===== src/rtl/fifo_pkg.sv =====
// Shared pointer types and Gray/binary conversions for the dual-clock FIFO.
package fifo_pkg;

  localparam int unsigned PTR_W_DEFAULT = 8;

  // Conversions operate on a wide container so any pointer width up to
  // PTR_W_MAX can use them; callers zero-extend in and truncate out.
  localparam int unsigned PTR_W_MAX = 32;

  typedef logic [PTR_W_DEFAULT-1:0] ptr_t;
  typedef logic [PTR_W_MAX-1:0]     ptr_wide_t;

  function automatic ptr_wide_t bin2gray(input ptr_wide_t bin);
    return bin ^ (bin >> 1);
  endfunction

  // Zero upper bits pass through the prefix-XOR unchanged, so the result
  // is correct for any narrower pointer that was zero-extended.
  function automatic ptr_wide_t gray2bin(input ptr_wide_t gray);
    ptr_wide_t bin;
    bin = '0;
    bin[PTR_W_MAX-1] = gray[PTR_W_MAX-1];
    for (int unsigned i = 1; i < PTR_W_MAX; i++) begin
      bin[PTR_W_MAX-1-i] = bin[PTR_W_MAX-i] ^ gray[PTR_W_MAX-1-i];
    end
    return bin;
  endfunction

endpackage


===== src/rtl/ptr_sync_2ff.sv =====
// Two-flop synchronizer for a Gray-coded pointer crossing into CLK.
module ptr_sync_2ff #(
  parameter int unsigned WIDTH = fifo_pkg::PTR_W_DEFAULT
) (
  input  logic             CLK,
  input  logic             RST_N,
  input  logic [WIDTH-1:0] PTR_IN,
  output logic [WIDTH-1:0] PTR_OUT
);

  logic [WIDTH-1:0] meta_q;

  // First stage may go metastable; second stage presents a settled value.
  always_ff @(posedge CLK) begin
    if (!RST_N) begin
      meta_q  <= '0;
      PTR_OUT <= '0;
    end else begin
      meta_q  <= PTR_IN;
      PTR_OUT <= meta_q;
    end
  end

endmodule


===== src/rtl/empty_flag_logic.sv =====
// Read-side pointer and flag controller for the dual-clock FIFO.
module empty_flag_logic
  import fifo_pkg::*;
#(
  parameter int unsigned WIDTH     = PTR_W_DEFAULT,
  parameter int unsigned AE_THRESH = 2
) (
  input  logic             CLK,
  input  logic             RST_N,
  input  logic             READ_ENA,
  input  logic [WIDTH-1:0] WRITE_PTR,
  output logic [WIDTH-1:0] READ_PTR,
  output logic [WIDTH-2:0] READ_ADDR,
  output logic             EMPTY,
  output logic             ALMOST_EMPTY,
  output logic             READ_VALID,
  output logic             UNDERFLOW
);

  logic [WIDTH-1:0] rbin_q;
  logic [WIDTH-1:0] wsync;
  logic             rd_acc;
  logic [WIDTH-1:0] rbin_next;
  logic [WIDTH-1:0] rgray_next;
  logic [WIDTH-1:0] wsync_bin;
  logic [WIDTH-1:0] level;
  logic             empty_next;
  logic             ae_next;

  ptr_sync_2ff #(
    .WIDTH (WIDTH)
  ) u_wptr_sync (
    .CLK     (CLK),
    .RST_N   (RST_N),
    .PTR_IN  (WRITE_PTR),
    .PTR_OUT (wsync)
  );

  // Next pointer and flag values; the compare uses the post-read pointer so
  // the last read of a burst raises EMPTY on the same edge.
  always_comb begin
    rd_acc     = READ_ENA & ~EMPTY;
    rbin_next  = rbin_q + {{(WIDTH-1){1'b0}}, rd_acc};
    rgray_next = WIDTH'(bin2gray(ptr_wide_t'(rbin_next)));
    wsync_bin  = WIDTH'(gray2bin(ptr_wide_t'(wsync)));
    // WIDTH-bit modular difference keeps a completely full FIFO distinct from 0
    level      = wsync_bin - rbin_next;
    empty_next = (rgray_next == wsync);
    ae_next    = (level <= WIDTH'(AE_THRESH));
  end

  // Pointer, address and flag registers; reset overrides any pending read.
  always_ff @(posedge CLK) begin
    if (!RST_N) begin
      rbin_q       <= '0;
      READ_PTR     <= '0;
      READ_ADDR    <= '0;
      EMPTY        <= 1'b1;
      ALMOST_EMPTY <= 1'b1;
      READ_VALID   <= 1'b0;
      UNDERFLOW    <= 1'b0;
    end else begin
      rbin_q       <= rbin_next;
      READ_PTR     <= rgray_next;
      READ_ADDR    <= rbin_next[WIDTH-2:0];
      EMPTY        <= empty_next;
      ALMOST_EMPTY <= ae_next;
      READ_VALID   <= rd_acc;
      UNDERFLOW    <= UNDERFLOW | (READ_ENA & EMPTY);
    end
  end

endmodule


===== config.mk =====
export PLATFORM = sky130hd
export DESIGN_NAME = empty_flag_logic
export DESIGN_NICKNAME = d
export VERILOG_FILES = /design/src/rtl/fifo_pkg.sv /design/src/rtl/ptr_sync_2ff.sv /design/src/rtl/empty_flag_logic.sv
export SDC_FILE = /design/constraint.sdc
export NUM_CORES = 1
export LEC_CHECK = 0
export CELL_PAD_IN_SITES_DETAIL_PLACEMENT = 1
export CELL_PAD_IN_SITES_GLOBAL_PLACEMENT = 2
export CORE_ASPECT_RATIO = 1.5
export CORE_MARGIN = 5
export CORE_UTILIZATION = 30
export DETAILED_ROUTE_END_ITERATION = 8
export DONT_BUFFER_PORTS = 1
export GPL_TIMING_DRIVEN = 0
export PLACE_DENSITY = 0.67
export SLEW_MARGIN = 30
export SYNTH_ARGS = -nofsm -noshare
export SYNTH_HDL_FRONTEND = slang
export SYNTH_HIERARCHICAL = 1
export SYNTH_SLANG_ARGS = --single-unit

===== constraint.sdc =====
create_clock -name CLK -period 2.9 [get_ports CLK]
set_input_delay 0.435 -clock CLK [delete_from_list [all_inputs] [get_ports CLK]]
set_output_delay 0.435 -clock CLK [all_outputs]
set_load 0.1 [all_outputs]

==> impl_metrics.json, run 1 <==
{
  "end_kind": "register",
  "violations": "setup timing",
  "post-dp-hpwl_um": 2850,
  "dr_wl_met3_um": 235,
  "critPathRequiredTime_ns": 3.08,
  "dp_cells": 247,
  "cts_root_buf": "clkbuf_8",
  "yosysSeqAreaShare_pct": 39.9,
  "routed.top_layer": "met4",
  "synthXorXnorAreaFrac_pct": 19.6,
  "final_util_pct": 35.8,
  "finalHoldViolCount": 0,
  "pin_count": 30,
  "ir_worst_vdd_v": 0.000240,
  "critical_path.cell_chain": "xor3_2, xnor2_2, xor2_2, xor2_2, xor2_2, xor2_1, ha_2, fa_2, nor2b_4, nor3_2, o21bai_1, a21oi_1, xnor2_1, o41ai_2",
  "vias_per_cell": 4.67,
  "cp_common_cell": "xor2_2",
  "gp_congestion": 0.849,
  "ys_seq_elements": 35,
  "p_per_area_nw_per_um2": 605,
  "critPathSlowestCell": "xor3_2",
  "critPathLaunchType": "register",
  "min-delay-start": "RST_N",
  "rsz0062_at_grt": "yes",
  "m1WireLength_um": 1350,
  "dr.pass1.iters": 2,
  "final_cells": 260,
  "fin_crit_sh_pct": 115,
  "synthAdderAreaFrac_pct": 7.56,
  "synth_compound_area_share_pct": 8.05,
  "maxCapViolCount": 0,
  "cts_hold_buf": 0,
  "synth_top_family_by_area": "simple AND/OR/NAND/NOR gates",
  "track_usage_pct": 10.3,
  "fin_hold_ws_ns": 0.275,
  "vias": 1213,
  "min_path_type": "in -> reg",
  "cp-startpoint": "u_wptr_sync/PTR_OUT[5]",
  "tns_ns": -0.431,
  "die_x_um": 72.5,
  "grt_max_degree": 18,
  "setup_slack_ns": -0.431,
  "fin_skew_ns": 0.00651,
  "synthCells": 175,
  "drv_slew": 0,
  "path_clk_slew_ns": 0.08,
  "wl_um": 3700,
  "slew_headroom_pct": 35.5,
  "final_nets": 208,
  "wl_met2_um": 2060,
  "dp_slack_ns": -0.879,
  "worst_pin_slew_ns": 0.967,
  "status": "finished, violations left",
  "arrival_ns": 3.51,
  "yosysWarnings": 6,
  "dieArea_um2": 7510,
  "yosysTopAreaCell": "dfxtp_1",
  "final_cell_mix": "23 x dfxtp_1, 17 x xor2_1, 15 x and2_1",
  "syn2layout_area_growth_pct": 17.1,
  "cp_max_fo": 2,
  "grt_pass1_wl_um": 6040,
  "max_stage_delay_ns": 0.46,
  "synth_simple_gate_area_share_pct": 20.7,
  "ant_nets": 0,
  "overflow": 0,
  "final_common_cell": "dfxtp_1",
  "rows": 34,
  "synth_cell_type_count": 37,
  "fin_crit_ns": 3.33,
  "antenna-diode-count": 0,
  "die_h_um": 104,
  "cp.buffers_inverters": 0,
  "cts_buffer_depth": 2,
  "remaining_drc_errors": 0,
  "muxShareOfSynthArea_pct": 1.21,
  "syn_avg_cell_area_um2": 10.0,
  "initial_core_util_pct": 30.6,
  "critPathKind": "reg -> reg",
  "grt_pass1_vias": 1310,
  "path_delay_family": "XOR/XNOR gates",
  "cts_max_level": 2,
  "fp.coreArea_um2": 5740,
  "power_leakage_uw": 0.000841,
  "clkLatencyLatePin_ns": 0.29,
  "fmax_ghz": 0.300,
  "syn_nets": 196,
  "portBuffers": 0,
  "wl_per_cell_um": 14.2,
  "yosys-top-cells-area": "dfxtp_1 40%, xor2_1 9.0%, ha_1 6.4%, xnor2_1 5.5%, and2_1 5.3%",
  "cts_buffers": 5,
  "crit-reg2reg-launch": "u_wptr_sync/PTR_OUT[5]",
  "clock_sinks": 35,
  "drive_above_1_share_pct": 28.2,
  "first_iter_violations": 8,
  "setup_viol": 1,
  "yosysTopAreaCellShare_pct": 39.9,
  "cts_tree": "yes",
  "syn_area_um2": 1760,
  "antenna_found_initial": 0
}
-- metrics by stage --
step                      area (um2)  power (uW)
after floorplan                 1770         780
after global placement          1860         819
after detailed placement        1860         828
after CTS                       2050        1260
after global routing            2060        1310
final                           2060        1240
-- what timing repair did --
item                       in CTS  in global routing
setup buffers                   5                  0
setup endpoints to repair       1                  2
pin swaps                       9                  0
resized for setup              12                  2
-- final timing paths --
| path | to | slack, ns | cells after the start |
|---|---|---|---|
| worst min-delay path | READ_ADDR[5] | 0.28 | 1 |
| worst max register to register | ALMOST_EMPTY | -0.43 | 14 |
| worst max-delay path | ALMOST_EMPTY | -0.43 | 14 |
| worst min register to register | u_wptr_sync/PTR_OUT[2] | 0.43 | 1 |
-- cells by family after synthesis --
logic type	count (synthesis)
mux	2
compound gates	23
simple gates	60
buf+inv	11
flops	35
xor+xnor	34
fa+ha+maj	10
-- synth_stat cells --
library cell,number
and2_2,12
xor3_2,1
a31oi_1,1
o41ai_1,1
nand3_1,3
and3_1,1
nand2_1,4
nor2b_1,12
xor2_1,18
buf_2,2
buf_6,1
o211ai_1,1
clkbuf_1,2
xor2_2,3
ha_1,9
o31ai_1,1
inv_1,6
mux2i_1,1
fa_1,1
nand4_1,3
o21bai_1,1
o22ai_1,1
and2_1,15
o2111ai_1,1
nor2_1,5
xnor2_2,1
nor3_1,2
xnor2_1,11
nand2b_1,2
a211oi_1,1
a21oi_1,6
dfxtp_1,35
and4_1,1
a21o_1,1
a2bb2oi_1,1
o21ai_0,7
mux2_2,1
-- sequential cells by signal, indices dropped and copies added (netlist names) --
register,flops
READ_ADDR,6
UNDERFLOW,1
u_wptr_sync/meta_q,8
u_wptr_sync/PTR_OUT,8
READ_VALID,1
ALMOST_EMPTY,1
EMPTY,1
rbin_q,1
READ_PTR,8
-- metal layers --
layer  track usage [%]  up-vias
li1                  -      597
met3              3.88        5
met5                 0        -
met2              19.0       28
met4              4.09        0
met1              9.95      583
-- where the power goes --
part	switching, uW	internal (uW)	total [uW]
clock	173	216	389
sequential	85.4	502	588
combinational	133	134	268
total	391	853	1240
-- layout make-up --
cell class,count,area [um2]
Clock buffer,7,96.3
Timing Repair Buffer,5,37.5
Buffer,5,31.3
Multi-Input combinational cell,129,1050
Clock inverter,1,7.51
Fill cell,672,3690
Inverter,6,22.5
Tap cell,72,90.1
Sequential cell,35,721
-- worst reg2reg max path, stage by stage, from the launching register on --
cell	delay [ns]
dfxtp_2	0.33
xor3_2	0.46
xnor2_2	0.23
xor2_2	0.22
xor2_2	0.22
xor2_2	0.19
xor2_1	0.09
ha_2	0.19
fa_2	0.38
nor2b_4	0.13
nor3_2	0.06
o21bai_1	0.15
a21oi_1	0.10
xnor2_1	0.14
o41ai_2	0.34
Note: power is estimated with default switching activity, not from simulation.
==> run 2, diff against run 1 <==
- CORE_ASPECT_RATIO: 1.5 -> 0.8
- CORE_UTILIZATION: 30 -> 35
- PLACE_DENSITY: 0.67 -> 0.76
==> run 2 against run 1 <==
Compared with the run above:
- the run still ends with setup timing left
- first-iteration DRC count grew to 3.3 times the previous value
- global-route usage is 2.1 points higher
- register-to-register slack better by 0.02 ns
- critical endpoint unchanged
- wire length is 1.2% lower
- power is 2.3% lower
- clock skew is 0.0014 ns higher
- largest cell class unchanged
==> impl_metrics.json, run 2 (synthesis gave the netlist of run 1 again) <==
{
  "dieArea_um2": 6540,
  "rsz0062_at_grt": "yes",
  "cts_buffers": 5,
  "critPathLaunchType": "register",
  "final_cells": 253,
  "cts_buffer_depth": 2,
  "fin_skew_ns": 0.00786,
  "overflow": 0,
  "end_kind": "register",
  "power_leakage_uw": 0.000861,
  "swShare_pct": 31.6,
  "whs_path_depth": 1,
  "critPathRequiredTime_ns": 3.07,
  "syn2layout_area_growth_pct": 18.1,
  "placed_area_um2": 1850,
  "vias": 1234,
  "pwr-share-comb_pct": 22.9,
  "maxCapViolCount": 0,
  "drive_above_1_share_pct": 29.8,
  "fin_crit_ns": 3.31,
  "setup_slack_ns": -0.412,
  "violations": "setup timing",
  "p_int_uw": 831,
  "final_nets": 212,
  "ant_nets": 0,
  "path_clk_slew_ns": 0.07,
  "final_cell_mix": "23 x dfxtp_1, 16 x xor2_1, 15 x and2_1",
  "die_x_um": 89.2,
  "finalHoldViolCount": 0,
  "pin_count": 30,
  "grt_max_degree": 18,
  "ir_worst_vdd_v": 0.000301,
  "min-delay-start": "RST_N",
  "grt_pass1_vias": 1341,
  "initial_core_util_pct": 35.5,
  "fin_crit_sh_pct": 114,
  "track_usage_pct": 12.4,
  "grt_pass1_wl_um": 6150,
  "drv_slew": 0,
  "crit-reg2reg-launch": "u_wptr_sync/PTR_OUT[7]",
  "p_per_area_nw_per_um2": 586,
  "rows": 23,
  "rr_worst_depth": 14,
  "post-dp-hpwl_um": 2830,
  "final_util_pct": 41.9,
  "setup_viol": 1,
  "switching_power_uw": 384,
  "wl_um": 3660,
  "dr.pass1.iters": 4,
  "fp.coreArea_um2": 4950,
  "tns_ns": -0.412,
  "dp_cells": 237,
  "reg_top3": "READ_PTR (8), u_wptr_sync/PTR_OUT (8), u_wptr_sync/meta_q (8)",
  "seqPwrFrac_pct": 48.4,
  "wl_per_cell_um": 14.5,
  "min_to": "READ_ADDR[0]",
  "clock_sinks": 35,
  "cp_max_fo": 2,
  "first_iter_violations": 26,
  "clkLatencyLatePin_ns": 0.28,
  "final_common_cell": "dfxtp_1",
  "status": "finished, violations left",
  "fin_area_um2": 2070,
  "dp_slack_ns": -0.661,
  "cts_root_buf": "clkbuf_8",
  "portBuffers": 0,
  "slew_headroom_pct": 35.6,
  "cts_max_level": 2,
  "critPathKind": "reg -> reg",
  "die_h_um": 73.3,
  "remaining_drc_errors": 0,
  "antenna_found_initial": 0,
  "clkPwrFrac_pct": 28.7,
  "cts_tree": "yes",
  "arrival_ns": 3.49,
  "gp_congestion": 0.739,
  "worst_pin_slew_ns": 0.965,
  "fmax_ghz": 0.302,
  "vias_per_cell": 4.88,
  "r2r-end": "ALMOST_EMPTY",
  "reg2reg_setup_slack_ns": -0.41,
  "antenna-diode-count": 0,
  "min_path_type": "in -> reg"
}
[run 2: worst max-delay path, stage by stage, from the launching register on]
cell	delay [ns]
dfxtp_2	0.32
xor3_2	0.48
xnor2_4	0.22
xor2_2	0.23
xor2_2	0.23
xor2_2	0.20
xor2_1	0.09
ha_2	0.20
fa_2	0.36
nor2b_4	0.14
nor3_2	0.05
o21bai_1	0.13
a21oi_1	0.09
xnor2_1	0.15
o41ai_2	0.31
[run 2: layout make-up]
| class | count | area [um2] |
|---|---|---|
| clock inverter | 1 | 5.00 |
| fill | 566 | 2880 |
| sequential | 35 | 721 |
| multi-input combinational | 129 | 1070 |
| timing repair buffer | 9 | 67.6 |
| buffer | 5 | 28.8 |
| tap | 62 | 77.6 |
| inverter | 6 | 22.5 |
| clock buffer | 6 | 82.6 |
[run 2: layer usage]
| metal | global-route usage [%] | wire length, um | share of wire (%) |
|---|---|---|---|
| met3 | 4.26 | 247 | 6.8 |
| met5 | 0 | 0 | 0 |
| met2 | 21.1 | 1800 | 49 |
| met4 | 4.79 | 35 | 0.96 |
| met1 | 14.4 | 1570 | 43 |
[run 2: timing repair]
| item | CTS | global route |
|---|---|---|
| pin swaps | 12 | 9 |
| hold buffers | 0 | 0 |
| gates resized for setup | 10 | 8 |
| buffers inserted | 5 | 4 |
| endpoints found under the setup margin | 1 | 2 |
[run 2: worst max path at each step]
stage / from / endpoint / slack (ns) / depth (start not counted)
3_5_place_dp: EMPTY / ALMOST_EMPTY / -0.66 / 13
6_report: u_wptr_sync/PTR_OUT[7] / ALMOST_EMPTY / -0.41 / 14
5_1_grt: u_wptr_sync/PTR_OUT[7] / ALMOST_EMPTY / -0.62 / 14
4_1_cts: u_wptr_sync/PTR_OUT[5] / ALMOST_EMPTY / -0.41 / 14
2_1_floorplan: u_wptr_sync/PTR_OUT[7] / ALMOST_EMPTY / -0.25 / 14
3_3_place_gp: EMPTY / ALMOST_EMPTY / -0.71 / 13
[run 2: power by group through the flow]
stage / Sequential (uW) / Combinational (uW) / Clock, uW
after floorplan: 595 / 185 / 0
after global placement: 599 / 213 / 0
after detailed placement: 600 / 225 / 0
after CTS: 589 / 256 / 364
after global routing: 592 / 316 / 383
final: 589 / 278 / 349
[run 2: metrics by stage]
stage | hold slack, ns | total power [uW]
after floorplan | 0.412 | 780
after global placement | 0.416 | 812
after detailed placement | 0.421 | 825
after CTS | 0.273 | 1210
after global routing | 0.273 | 1290
final | 0.281 | 1210
==> run 3, diff against run 2 <==
- CAP_MARGIN: default -> 20
==> results of run 3 <==
Final layout, timing and power as in run 2 (identical DEF).
